`src/rtl/bip_data_memory_dumper_pkg.sv`:
```
// bip_data_memory_dumper_pkg: FSM state encoding and word/byte geometry shared by the dumper.
package bip_data_memory_dumper_pkg;
    typedef enum logic [2:0] {S_IDLE, S_REQ, S_CAPT, S_SEND, S_FIN} state_t;
    function automatic int bytes_per_word(input int nb_data, input int nb_byte);
        return nb_data / nb_byte;
    endfunction
endpackage

```
`src/rtl/bip_word_serializer.sv`:
```
// bip_word_serializer: parallel-load shift register that streams a word MSB byte first over valid/ready.
module bip_word_serializer #(
    parameter int NB_DATA = 16,
    parameter int NB_BYTE = 8
) (
    input  logic               clk,
    input  logic               rst,
    input  logic               load_i,
    input  logic               en_i,
    input  logic               ready_i,
    input  logic [NB_DATA-1:0] data_i,
    output logic [NB_BYTE-1:0] tx_data_o,
    output logic               tx_valid_o,
    output logic               last_o
);
    import bip_data_memory_dumper_pkg::*;
    localparam int BPW = bytes_per_word(NB_DATA, NB_BYTE);
    localparam int NB_IDX = BPW > 1 ? $clog2(BPW) : 1;
    logic [NB_DATA-1:0] sr_q, sr_d;
    logic [NB_IDX-1:0]  idx_q, idx_d;
    logic               fire;
    always_comb begin
        fire   = en_i && ready_i;
        last_o = fire && idx_q == NB_IDX'(BPW - 1);
        sr_d   = load_i ? data_i : fire ? sr_q << NB_BYTE : sr_q;
        idx_d  = load_i ? '0 : fire ? idx_q + NB_IDX'(1) : idx_q;
    end
    always_ff @(posedge clk) begin
        if (rst) begin
            sr_q  <= '0;
            idx_q <= '0;
        end else begin
            sr_q  <= sr_d;
            idx_q <= idx_d;
        end
    end
    assign tx_valid_o = en_i;
    assign tx_data_o  = sr_q[NB_DATA-1 -: NB_BYTE];
endmodule

```
`src/rtl/bip_data_memory_dumper.sv`:
```
// bip_data_memory_dumper: reads a block of data-memory words and streams them big-endian as bytes.
module bip_data_memory_dumper #(
    parameter int NB_DATA          = 16,
    parameter int N_ADDR           = 1024,
    parameter int LOG2_N_DATA_ADDR = 10,
    parameter int NB_BYTE          = 8
) (
    input  logic                        i_clock,
    input  logic                        i_reset,
    input  logic                        i_start,
    input  logic [LOG2_N_DATA_ADDR-1:0] i_base_addr,
    input  logic [LOG2_N_DATA_ADDR:0]   i_count,
    output logic [LOG2_N_DATA_ADDR-1:0] o_mem_addr,
    output logic                        o_mem_rd,
    output logic                        o_mem_wr,
    input  logic [NB_DATA-1:0]          i_mem_data,
    output logic [NB_BYTE-1:0]          o_tx_data,
    output logic                        o_tx_valid,
    input  logic                        i_tx_ready,
    output logic                        o_busy,
    output logic                        o_done
);
    import bip_data_memory_dumper_pkg::*;
    localparam int L = LOG2_N_DATA_ADDR;
    state_t       state_q, state_d;
    logic [L-1:0] addr_q, addr_d, mem_addr_q, mem_addr_d;
    logic [L:0]   rem_q, rem_d;
    logic         last;
    always_comb begin
        state_d = state_q;
        addr_d  = addr_q;
        rem_d   = rem_q;
        case (state_q)
            S_IDLE: if (i_start) begin
                addr_d  = i_base_addr;
                // requests larger than the memory are clamped to one full pass
                rem_d   = i_count > (L+1)'(N_ADDR) ? (L+1)'(N_ADDR) : i_count;
                state_d = i_count == '0 ? S_FIN : S_REQ;
            end
            S_REQ:  state_d = S_CAPT;
            S_CAPT: state_d = S_SEND;
            S_SEND: if (last) begin
                addr_d  = addr_q + L'(1);
                rem_d   = rem_q - (L+1)'(1);
                state_d = rem_q == (L+1)'(1) ? S_FIN : S_REQ;
            end
            default: state_d = S_IDLE;
        endcase
        mem_addr_d = state_d == S_REQ ? addr_d : mem_addr_q;
    end
    always_ff @(posedge i_clock) begin
        if (i_reset) begin
            state_q    <= S_IDLE;
            addr_q     <= '0;
            rem_q      <= '0;
            mem_addr_q <= '0;
        end else begin
            state_q    <= state_d;
            addr_q     <= addr_d;
            rem_q      <= rem_d;
            mem_addr_q <= mem_addr_d;
        end
    end
    bip_word_serializer #(.NB_DATA(NB_DATA), .NB_BYTE(NB_BYTE)) u_ser (
        .clk       (i_clock),
        .rst       (i_reset),
        .load_i    (state_q == S_CAPT),
        .en_i      (state_q == S_SEND),
        .ready_i   (i_tx_ready),
        .data_i    (i_mem_data),
        .tx_data_o (o_tx_data),
        .tx_valid_o(o_tx_valid),
        .last_o    (last)
    );
    assign o_mem_addr = mem_addr_q;
    assign o_mem_rd   = state_q == S_REQ;
    assign o_mem_wr   = 1'b0;
    assign o_busy     = state_q != S_IDLE;
    assign o_done     = state_q == S_FIN;
endmodule

```
`config.mk`:
```
export PLATFORM = sky130hd
export DESIGN_NAME = bip_data_memory_dumper
export DESIGN_NICKNAME = d
export VERILOG_FILES = /design/src/rtl/bip_data_memory_dumper_pkg.sv /design/src/rtl/bip_word_serializer.sv /design/src/rtl/bip_data_memory_dumper.sv
export SDC_FILE = /design/constraint.sdc
export NUM_CORES = 1
export LEC_CHECK = 0
export ABC_AREA = 0
export CAP_MARGIN = 20
export CELL_PAD_IN_SITES_DETAIL_PLACEMENT = 1
export CELL_PAD_IN_SITES_GLOBAL_PLACEMENT = 1
export CORE_UTILIZATION = 35
export DETAILED_ROUTE_END_ITERATION = 8
export PLACE_DENSITY = 0.85
export SLEW_MARGIN = 5
export SYNTH_ARGS = -nofsm -noshare
export SYNTH_HDL_FRONTEND = slang
export SYNTH_SLANG_ARGS = --single-unit
```
`constraint.sdc`:
```
create_clock -name i_clock -period 2.5 [get_ports i_clock]
set_clock_uncertainty 0.2 [all_clocks]
set_input_delay 0.375 -clock i_clock [delete_from_list [all_inputs] [get_ports i_clock]]
set_output_delay 0.375 -clock i_clock [all_outputs]
set_load 0.02 [all_outputs]
```
== After elaboration in Yosys (flattened, before gate mapping) ==
Cells that the tools add are included.

* Bits of input ports: 41
* Output and inout bits: 23
* Register bits: 51
* Logic and storage cells: 41

* Equality and inequality tests: 8
* $add $sub $neg: 3
* Reductions and logical operators: 9
* Magnitude comparators: 1
* Mux-type cells: 14

{| class="wikitable"
|+ Operators with widths
! operator !! number
|-
| $mux 11 || 3
|-
| $mux 16 || 2
|-
| $pmux 11 s2 || 1
|-
| $mux 10 || 2
|-
| $pmux 10 s2 || 1
|-
| $mux 3 || 4
|-
| $pmux 3 s4 || 1
|-
| $eq 11x1->1 const B || 1
|-
| $gt 11x11->1 const B || 1
|-
| $logic_not 11->1 || 1
|-
| $sub 11x1->11 const B || 1
|-
| $add 10x1->10 const B || 1
|-
| $eq 3x1->1 const B || 2
|-
| $eq 3x2->1 const B || 2
|-
| $ne 2x2->1 const B || 2
|-
| $reduce_bool 2->1 || 2
|-
| $eq 3x3->1 const B || 1
|-
| $logic_not 3->1 || 1
|-
| $reduce_and 3->1 || 1
|-
| $reduce_bool 3->1 || 1
|-
| $logic_and 1x1->1 || 2
|-
| $reduce_or 2->1 || 1
|-
| $add 1x1->1 const B || 1
|}

== Logic depth before layout (Yosys ltp) ==
* Depth after elaboration: 6
* Depth in mapped cells: 7
* Mapped depth without buffers: 6

== By module ==
From an unflattened synthesis, not the netlist that was laid out.

* Cell total of the unflattened synthesis: 335
* Area total of the unflattened synthesis: 2805.2 µm²

{| class="wikitable"
|+ Modules (own cells, without submodules)
! module !! area an instance (µm²) !! cells an instance !! sequential area each (µm²) !! instances
|-
| bip_data_memory_dumper || 1971.9 || 241 || 680.7 || 1
|-
| bip_word_serializer || 833.3 || 94 || 340.3 || 1
|}

== Worst setup path after synthesis ==
No wires, ideal clock.

* Path kind: register -> register
* From: register rem_q[6]
* To: register mem_addr_q[0] (netlist: o_mem_addr[0])
* Arrival time: 1993 ps
* Data required time: 2179 ps
* Path buffers: 1
* Slack: 185 ps
* Period minus slack after synthesis: 2315 ps
* Setup time: 121 ps
* Cell stages (with the launch flop): 6
* Path through: dfxtp_1 -> or4_4 -> or4_4 -> and3_1 -> buf_6 -> mux2_4

* Cells in the longest elaborated chain, start to end: 5

{| class="wikitable"
|+ Ends and longest elaborated chain
! element !! RTL line !! RTL
|-
| from (decl) || bip_data_memory_dumper.sv:27 || <nowiki>logic [L:0] rem_q, rem_d;</nowiki>
|-
| from (signal assigned) || bip_data_memory_dumper.sv:60 || <nowiki>rem_q <= rem_d;</nowiki>
|-
| $eq 11x1->1 || bip_data_memory_dumper.sv:45 || <nowiki>state_d = rem_q == (L+1)'(1) ? S_FIN : S_REQ;</nowiki>
|-
| $mux 3 || bip_data_memory_dumper.sv:45 ||
|-
| $mux 3 || bip_data_memory_dumper.sv:42 || <nowiki>S_SEND: if (last) begin</nowiki>
|-
| $pmux 3 s4 || bip_data_memory_dumper.sv:33 || <nowiki>case (state_q)</nowiki>
|-
| $eq 3x1->1 || bip_data_memory_dumper.sv:49 || <nowiki>mem_addr_d = state_d == S_REQ ? addr_d : mem_addr_q;</nowiki>
|-
| to (signal assigned) || bip_data_memory_dumper.sv:61 || <nowiki>mem_addr_q <= mem_addr_d;</nowiki>
|-
| to (decl) || bip_data_memory_dumper.sv:26 || <nowiki>logic [L-1:0] addr_q, addr_d, mem_addr_q, mem_addr_d;</nowiki>
|}

No other way between the ends.
A chain may end at the register's enable or synchronous reset.

== Final worst setup path ==
* From: register rem_q[6]
* To: register mem_addr_q[2] (netlist: o_mem_addr[2])

Same word-level chain as after synthesis.

==> results.rst <==
.. list-table::
   :header-rows: 1

   * - Metric
     - Value
   * - Run status
     - finished clean
   * - Layout overhead on the synthesized area
     - 35.3%
   * - Final weighted congestion of routability-driven global placement
     - 0.847
   * - 1st-iter DRT viols
     - 152
   * - Final hold violation count
     - 0
   * - Highest routed metal layer
     - met4
   * - Number of synthesized register bits
     - 51
   * - Kind of path behind the tightest hold check
     - flop to flop
   * - Tot GR Track Use
     - 0.236
   * - Largest voltage drop on the vdd net
     - 0.296 mV
   * - Final worst-path setup slack
     - 0.0522 ns
   * - Leading cell type in the layout, fill and taps excluded
     - clkdlybuf4s50_1
   * - Top-level port count
     - 64
   * - Final WL
     - 8990 um
   * - Total number of clock tree sinks
     - 51
   * - Reg2reg start
     - rem_q[6]
   * - Area fraction of the dominant cell type after synthesis
     - 0.380
   * - Type of origin of the critical path
     - flop
   * - End-of-flow core utilization
     - 0.496
   * - ANT nets after route
     - 0
   * - Layout net count
     - 433
   * - Remaining DRCs
     - 0
   * - Share of post-route cells with drive strength above 1
     - 0.144
   * - Clock buffers created by TritonCTS
     - 5
   * - Core footprint
     - 7330 um^2
   * - Synth warnings
     - 0
   * - Syn Nets
     - 364
   * - Starting density of the core
     - 0.366
   * - Post-synth top flop
     - dfxtp_1
   * - Area of the mapped netlist
     - 2690 um^2
   * - Crit path capture type
     - flop
   * - Die area
     - 8030 um^2
   * - Vias in the first global route
     - 2,874
   * - CTS tree
     - built
   * - Met2 wire length
     - 4640 um
   * - Cell type contributing the most total cell area after synthesis
     - dfxtp_1
   * - Chain of cells forming the critical path
     - or4_4 > or4_4 > and3_1 > buf_4 > a211oi_1
   * - Number of antenna violations at the first check in global routing
     - 0
   * - Start point of the critical path
     - rem_q[6]
   * - Maximum number of pins on one net before global-route repair
     - 30
   * - Critical Setup Path Class
     - flop to flop
   * - Combinational group share of total power
     - 0.285
   * - Number of input and output port buffers inserted
     - 62
   * - Share of flip-flops with an asynchronous set or reset after synthesis
     - 0
   * - Number of max-slew violations in the final report
     - 0
   * - Data required, critical path
     - 2.51 ns
   * - Leading cell types by total area after synthesis
     - dfxtp_1 38%, nor2_1 5.3%, a31oi_1 4.2%
   * - Largest fanout on the critical path
     - 5
   * - Most frequent cells in the layout
     - 61 x clkdlybuf4s50_1, 51 x dfxtp_1, 38 x nor2_1
   * - Period minus WS final
     - 2.45 ns
   * - GRT Residual Overflow
     - 0
   * - Horizontal die dimension
     - 89.6 um
   * - Setup repair bufs after CTS
     - 0
   * - Number of buffers and inverters on the critical path
     - 1
   * - CTS Hold Buffers Added
     - 0
   * - Cell variety after synth
     - 59
   * - Placement Cell Area
     - 3530 um^2
   * - Worst setup slack before clock tree synthesis
     - -0.151 ns
   * - Internal portion of total power
     - 1380 uW
   * - Clock Path Buffers
     - 2
   * - Final clock period utilization by the worst path
     - 0.979
   * - Worst path top cell family by delay
     - simple AND/OR/NAND/NOR gates
   * - Total power per unit cell area
     - 559 nW/um^2
   * - Sequential element share of the synthesized area
     - 0.380
   * - Cell at the slowest stage of the critical path
     - or4_4
   * - Post-detail-place hpwl
     - 6580 um
   * - CP most frequent cell
     - or4_4
   * - Clk Tree Root Cell
     - clkbuf_8
   * - Rel. slew slack
     - 0.515
   * - Unrepaired setup endpoints after global routing
     - false
   * - WL met3
     - 293 um
   * - Design area
     - 3630 um^2
   * - Number of maximum-capacitance violations
     - 0
   * - Clk pwr share
     - 0.257
   * - Inserted Diodes
     - 0
   * - CP max stage delay
     - 0.55 ns
   * - Switch share
     - 0.319
   * - Clock Pin Slew Worst Setup and Hold Paths
     - 0.10 ns
   * - Number of instances in the synthesized netlist
     - 320
   * - Routed length on met1
     - 3820 um
   * - Overall via count from detail_route
     - 2,817
   * - Pre-Repair DR Iteration Count
     - 4
   * - Die extent in y
     - 89.6 um
   * - Total power
     - 2030 uW
   * - CTS HTree Levels
     - 2
   * - Average footprint of a synthesized cell
     - 8.39 um^2
   * - Number of enable-type register cells in the synthesized netlist
     - 0
   * - Rows
     - 31
   * - Wire per inst
     - 18.4 um
   * - P_sw
     - 647 uW
   * - Average via count per standard cell
     - 5.76
   * - Crit path arrival time
     - 2.46 ns
   * - Total setup violations reported at the end of the flow
     - 0
   * - Post-CTS Resized
     - 1
   * - First-pass GRT wire length
     - 14,300 um
   * - Worst slew pin tran
     - 0.727 ns
   * - Total leakage power
     - 0.00130 uW
   * - HP Start
     - rem_q[5]
   * - Clock latency reported for the late side of the worst-skew pair
     - 0.31 ns
   * - Sequential share of power
     - 0.458
   * - Highest Clock Rate
     - 409 MHz
[worst paths after layout]
path	end	slack, ns	cells after the start
max	o_mem_addr[2]	0.05	5
min	rem_q[5]	0.30	2
max reg2reg	o_mem_addr[2]	0.05	5
min reg2reg	rem_q[5]	0.30	2
[final cells by class]
class	instances	area, um^2
clock buffers	6	82.6
clock inverters	2	16.3
fillers	847	3700
inverters	7	26.3
multi-input cells	228	1480
flip-flops and latches	51	1020
well taps	99	124
repair buffers	96	887
[worst reg2reg max path, cell delays in order, from the launching register on]
cell      delay, ns
dfxtp_1        0.34
or4_4          0.55
or4_4          0.55
and3_1         0.23
buf_4          0.18
a211oi_1       0.30
[synthesized netlist by cell type (3+ instances only)]
library cell  number
a211oi_1          14
a21oi_1           14
a221oi_1           3
a22oi_1            9
a311oi_1           4
a31oi_1           18
and2_1             4
and3_1             6
buf_4              9
clkbuf_1          20
dfxtp_1           51
ha_1               3
inv_1              6
mux2i_1           11
nand2_1           12
nand3_1           10
nand4_1            6
nor2_1            38
nor3_1             9
nor4_1            10
o21ai_0           12
or3_1              3
[state kept, by name, indices dropped and copies added, names as in the netlist]
name / cells
u_ser.sr_q: 16
u_ser.idx_q: 1
state_q: 3
addr_q: 10
o_mem_addr: 10
rem_q: 11
[cells by family (layout without fill, tap and decap cells)]
group                      count (synthesis)  after routing  share of synthesized area
buffers and inverters                     41            111                     0.0736
adders and majority gates                  3              3                     0.0140
other                                      1              1                    0.00140
and+or+nand+nor                          116            116                      0.230
xor gates and xnor gates                   1              1                    0.00326
AOI/OAI and AO/OA                         93             93                      0.243
muxes                                     14             14                     0.0550
DFF                                       51             51                      0.380
[power groups by stage]
stage               sequential (uW)  combinational [uW]  clock (uW)
floorplan                       954                 306           0
finish                          931                 579         522
CTS                             929                 578         530
detailed placement              947                 570           0
global placement                945                 550           0
global route                    939                 625         565
[metrics by stage]
stage               std cells  setup TNS, ns  hold WS (ns)
finish                    489              0         0.304
global route              489              0         0.329
CTS                       489              0         0.312
detailed placement        481         -0.921         0.289
global placement          481         -0.184         0.279
floorplan                 320              0         0.258
[routing by layer]
metal	vias to the layer above	track usage
li1	1337	-
met1	1391	0.284
met2	70	0.419
met3	19	0.0347
met4	0	0.0996
met5	-	0
Power figures use the tool's default switching activity.
